### src/rtl/word_hold_buffer.sv
// Elastic first-word-fall-through holding buffer for Stage3 words.
// When empty, o_word keeps showing the most recently popped word.
module word_hold_buffer #(
  parameter  int unsigned WIDTH = 128,
  parameter  int unsigned DEPTH = 4,
  localparam int unsigned CNT_W = $clog2(DEPTH + 1)
) (
  input  logic             i_clk,
  input  logic             i_reset,
  input  logic             i_flush,
  input  logic             i_valid,
  output logic             o_ready,
  input  logic [WIDTH-1:0] i_word,
  output logic             o_valid,
  input  logic             i_ready,
  output logic [WIDTH-1:0] o_word,
  output logic [CNT_W-1:0] o_count,
  output logic             o_full,
  output logic             o_empty
);

  localparam int unsigned PTR_W = $clog2(DEPTH);

  logic [WIDTH-1:0] mem [DEPTH];
  logic [PTR_W-1:0] wr_ptr;
  logic [PTR_W-1:0] rd_ptr;
  logic [CNT_W-1:0] count_q;
  logic [WIDTH-1:0] hold_q;

  logic push;
  logic pop;
  logic full;
  logic empty;

  // Status is decoded from the registered count only, never from inputs.
  always_comb begin
    full  = (count_q == CNT_W'(DEPTH));
    empty = (count_q == '0);
    push  = i_valid & ~full;
    pop   = i_ready & ~empty;
  end

  always_ff @(posedge i_clk or negedge i_reset) begin
    if (!i_reset) begin
      wr_ptr  <= '0;
      rd_ptr  <= '0;
      count_q <= '0;
      hold_q  <= '0;
      for (int unsigned i = 0; i < DEPTH; i++) begin
        mem[i] <= '0;
      end
    end else if (i_flush) begin
      // Flush leaves hold_q alone so the last popped word stays visible.
      wr_ptr  <= '0;
      rd_ptr  <= '0;
      count_q <= '0;
    end else begin
      if (push) begin
        mem[wr_ptr] <= i_word;
        wr_ptr      <= wr_ptr + 1'b1;
      end
      if (pop) begin
        hold_q <= mem[rd_ptr];
        rd_ptr <= rd_ptr + 1'b1;
      end
      if (push && !pop) begin
        count_q <= count_q + 1'b1;
      end else if (pop && !push) begin
        count_q <= count_q - 1'b1;
      end
    end
  end

  always_comb begin
    o_ready = ~full;
    o_valid = ~empty;
    o_full  = full;
    o_empty = empty;
    o_count = count_q;
    o_word  = empty ? hold_q : mem[rd_ptr];
  end

endmodule
### config.mk
export PLATFORM = sky130hd
export DESIGN_NAME = word_hold_buffer
export DESIGN_NICKNAME = d
export VERILOG_FILES = /design/src/rtl/word_hold_buffer.sv
export SDC_FILE = /design/constraint.sdc
export NUM_CORES = 1
export LEC_CHECK = 0
export CAP_MARGIN = 5
export CORE_UTILIZATION = 64
export CTS_CLUSTER_SIZE = 8
export DETAILED_ROUTE_END_ITERATION = 10
export DONT_BUFFER_PORTS = 1
export PLACE_DENSITY = 0.86
export SLEW_MARGIN = 40
export SYNTH_ARGS = -nofsm -noshare
export SYNTH_HDL_FRONTEND = slang
export SYNTH_SLANG_ARGS = --single-unit
### constraint.sdc
create_clock -name i_clk -period 3.1 [get_ports i_clk]
set_clock_uncertainty 0.05 [all_clocks]
set_input_delay 0.465 -clock i_clk [delete_from_list [all_inputs] [get_ports i_clk]]
set_output_delay 0.465 -clock i_clk [all_outputs]
set_load 0.05 [all_outputs]
==> results.md <==
* Crit path setup slack, layout at between 15 and 20 ps
* Violated checks: negative hold slack, max-slew violations
* Min Hold Slack at -488 ps
* CTS clk-pin slew, worst paths at 50 ps
* Placed cell area at roughly 0.030 mm^2
* Root Driver: clkbuf_16
* Vias/cell at 6.40
* Largest area contributor in the netlist: dfrtp_1
* Crit-path slowest cell: mux4_2
* Synth Flop Type: dfrtp_1
* Worst Hold Class: in -> async
* Later-pin clock latency in the skew report at slightly above 600 ps
* Buf+Inv Stages, Crit Path at 1
* Gpl congestion at around 0.78
* Slew HR at -1.61
* Post-Syn Area at 0.0293 mm^2
* Seq/Total Area, Yosys at 0.553
* Compound-Gate Fraction of Synth Area at 0.00393
* Max-cap viol count at 0
* TritonCTS clock tree: yes
* Fin. Hold Viols at 235
* Synth Area in Adders at 0.00239
* Power, Total at ~43 mW
* Worst-Margin Slew at a little under 4000 ps
* Post-synthesis mux area share at 0.410
* Die area at between 0.04 and 0.05 mm^2
* GRT Util Overall at 0.297
* Final wirelength at ~67,000 um
* Xor/xnor share of the synthesized area at 0.000598
* IO buf count at 0
* Initial drt markers at between 900 and 1,000
* EDFF count, synth at 0
* Status: finished with violations
* Largest buffer count on any clock path at 3
* RSZ-0062 raised after global routing: yes
* Fill cells at about 2,400
* Pre-CTS setup slack at ~500 ps
* Pin count of the biggest net entering global routing at around 650
* Final cell utilization of the core at 0.751
* Crit. Startpoint: rd_ptr[0]
* Crit path max fanout at between 40 and 50
* Fraction of registers with async set/reset at 1.00
* Die height at 216 um
* Worst-path cell chain: buf_16 -> mux4_2 -> mux2_4
* Reg2reg path depth at 7
* Ys Warns at 0
* Synth Area per Inst at about 17 um^2
* Core ar. at roughly 0.045 mm^2
* CTS Hold Bufs at between 100 and 150
* Simple-gate share of the synthesized area at 0.00350
* Kind of critical path: reg -> out
* Number of cells produced by synthesis at approximately 1,700
* Reg2reg setup slack at 450 ps
* Synth top area share at 0.553
* Post-synth top cells: 649 x mux2_2, 647 x dfrtp_1, 128 x mux4_2
* Synthesized net count at between 1,500 and 2,000
* Drt first pass iters at 5
* Share of layout cells above drive strength 1 at 0.560
* Largest family of logic cells by synthesized area: multiplexers
* Nets at ~2,000
* Initial Util at 0.647
* Final Cell Area at about 0.034 mm^2
* CP arrival at 2570 ps
* Flops & latches, synth at 647
* Initial antenna violation count at 4
* Reg-to-reg endpoint: o_count[2]
* Final worst-path cycle share at 0.994
* Stages on the worst setup path at 3
* Peak supply drop at roughly 1.1 mV
* LEAKAGE at 15.0 nW
* Startpoint Class: flip-flop
* Die Span X at between 200 and 250 um
* Most numerous cell in the Yosys netlist: mux2_2
* Total global routing overflow at 0
* DR vias at approximately 16,000
* Num rows at 78
* DRC Markers at 0
* CTS buffer count at 90
* Area Growth Syn to Fin at 16.1%
* Placed cell count at around 2,200
* Post-DP HPWL at 36,500 um
* Final ANT Viol Nets at 0
* CTS Sinks at about 650
* Final setup viols at 0
* WL/cell at about 27 um
* Worst setup path end: o_word[4]
* Fmax at about 320 MHz
* CTS H-tree lvls at 3
* Setup TNS at 0 ps
* Req. time, crit path at roughly 2600 ps
* Slew Limit Fails at ~550
* Kind of end point of the critical path: output port
* Period minus WS final at roughly 3000 ps
* First-pass GRT wire length at approximately 110,000 um
* Layout Cells excl Fill at about 2,500
* Vias in the first global route at between 15,000 and 20,000
* PwrDens at 1270 mW/mm^2
* Largest stage delay on the critical path at 630 ps
* Largest delay contributor family on the critical path: multiplexers
* Io pins at about 270
* Top post-synthesis cells by area: dfrtp_1 55%, mux2_2 25%, mux4_2 9.8%
* Critical R2R Launch: o_count[2]
* Netlist cell types at 34
==> power breakdown <==
group,switching (mW),internal [mW]
clock,3.34,5.32
combinational,11.6,8.51
sequential,2.19,12.2
==> metal layers <==
| layer | GRT usage | wire [um] |
|---|---|---|
| met5 | 0 | 11 |
| met4 | 0.100 | 1870 |
| met3 | 0.0675 | 3140 |
| met2 | 0.503 | 34500 |
| met1 | 0.382 | 27600 |
==> flip-flops by register name, indices dropped and copies added (netlist names) <==
signal   flops
mem        512
wr_ptr       2
hold_q     128
o_count      3
rd_ptr       2
==> cells by family after synthesis <==
| logic type | count (synthesis) |
|---|---|
| adder cells (fa/ha/maj) | 5 |
| AND/OR/NAND/NOR | 19 |
| multiplexers | 898 |
| AO/OA/AOI/OAI | 16 |
| XOR/XNOR | 2 |
| buffers and inverters | 129 |
| flip-flops | 647 |
==> cell type report <==
class,instances,area [um^2],area share
Clock buffer,98,2390,0.0703
Clock inverter,1,8.76,0.000258
Sequential cell,647,16200,0.477
Antenna cell,3,7.51,0.000221
Tap cell,600,751,0.0221
Multi-Input combinational cell,941,12700,0.374
Timing Repair Buffer,174,1890,0.0557
Inverter,9,33.8,0.000994
==> cell usage in the layout (no fill, tap or decap), types with 2 or more instances in the layout <==
cell type / count
a21oi_1: 2
buf_12: 17
buf_16: 2
buf_4: 22
buf_6: 2
clkbuf_1: 3
clkbuf_16: 95
dfrtp_1: 643
dfrtp_2: 2
dfrtp_4: 2
diode_2: 3
dlygate4sd3_1: 131
ha_1: 4
inv_1: 9
mux2_2: 557
mux2_4: 212
mux4_2: 128
nand3_1: 2
nand3_4: 3
nor2_1: 7
o21ai_0: 3
o31ai_1: 2
xor2_1: 2
==> how the worst min path moves through the flow <==
stage / from / endpoint / slack, ps / cells after the start
after CTS: i_reset / hold_q[32] / -530 / 0
after floorplan: i_reset / hold_q[0] / 120 / 0
after detailed placement: i_reset / hold_q[30] / 130 / 0
after global routing: i_reset / mem[416] / -510 / 0
final: i_reset / hold_q[32] / -490 / 0
after global placement: i_reset / hold_q[32] / 130 / 0
==> repair_timing <==
action	CTS	global route
setup buffers	1	0
resized for setup	63	33
hold endpoints to repair	1165	647
gates cloned	1	0
endpoints found under the setup margin	127	79
pin swaps	1	0
(Power assumes the default switching activity.)
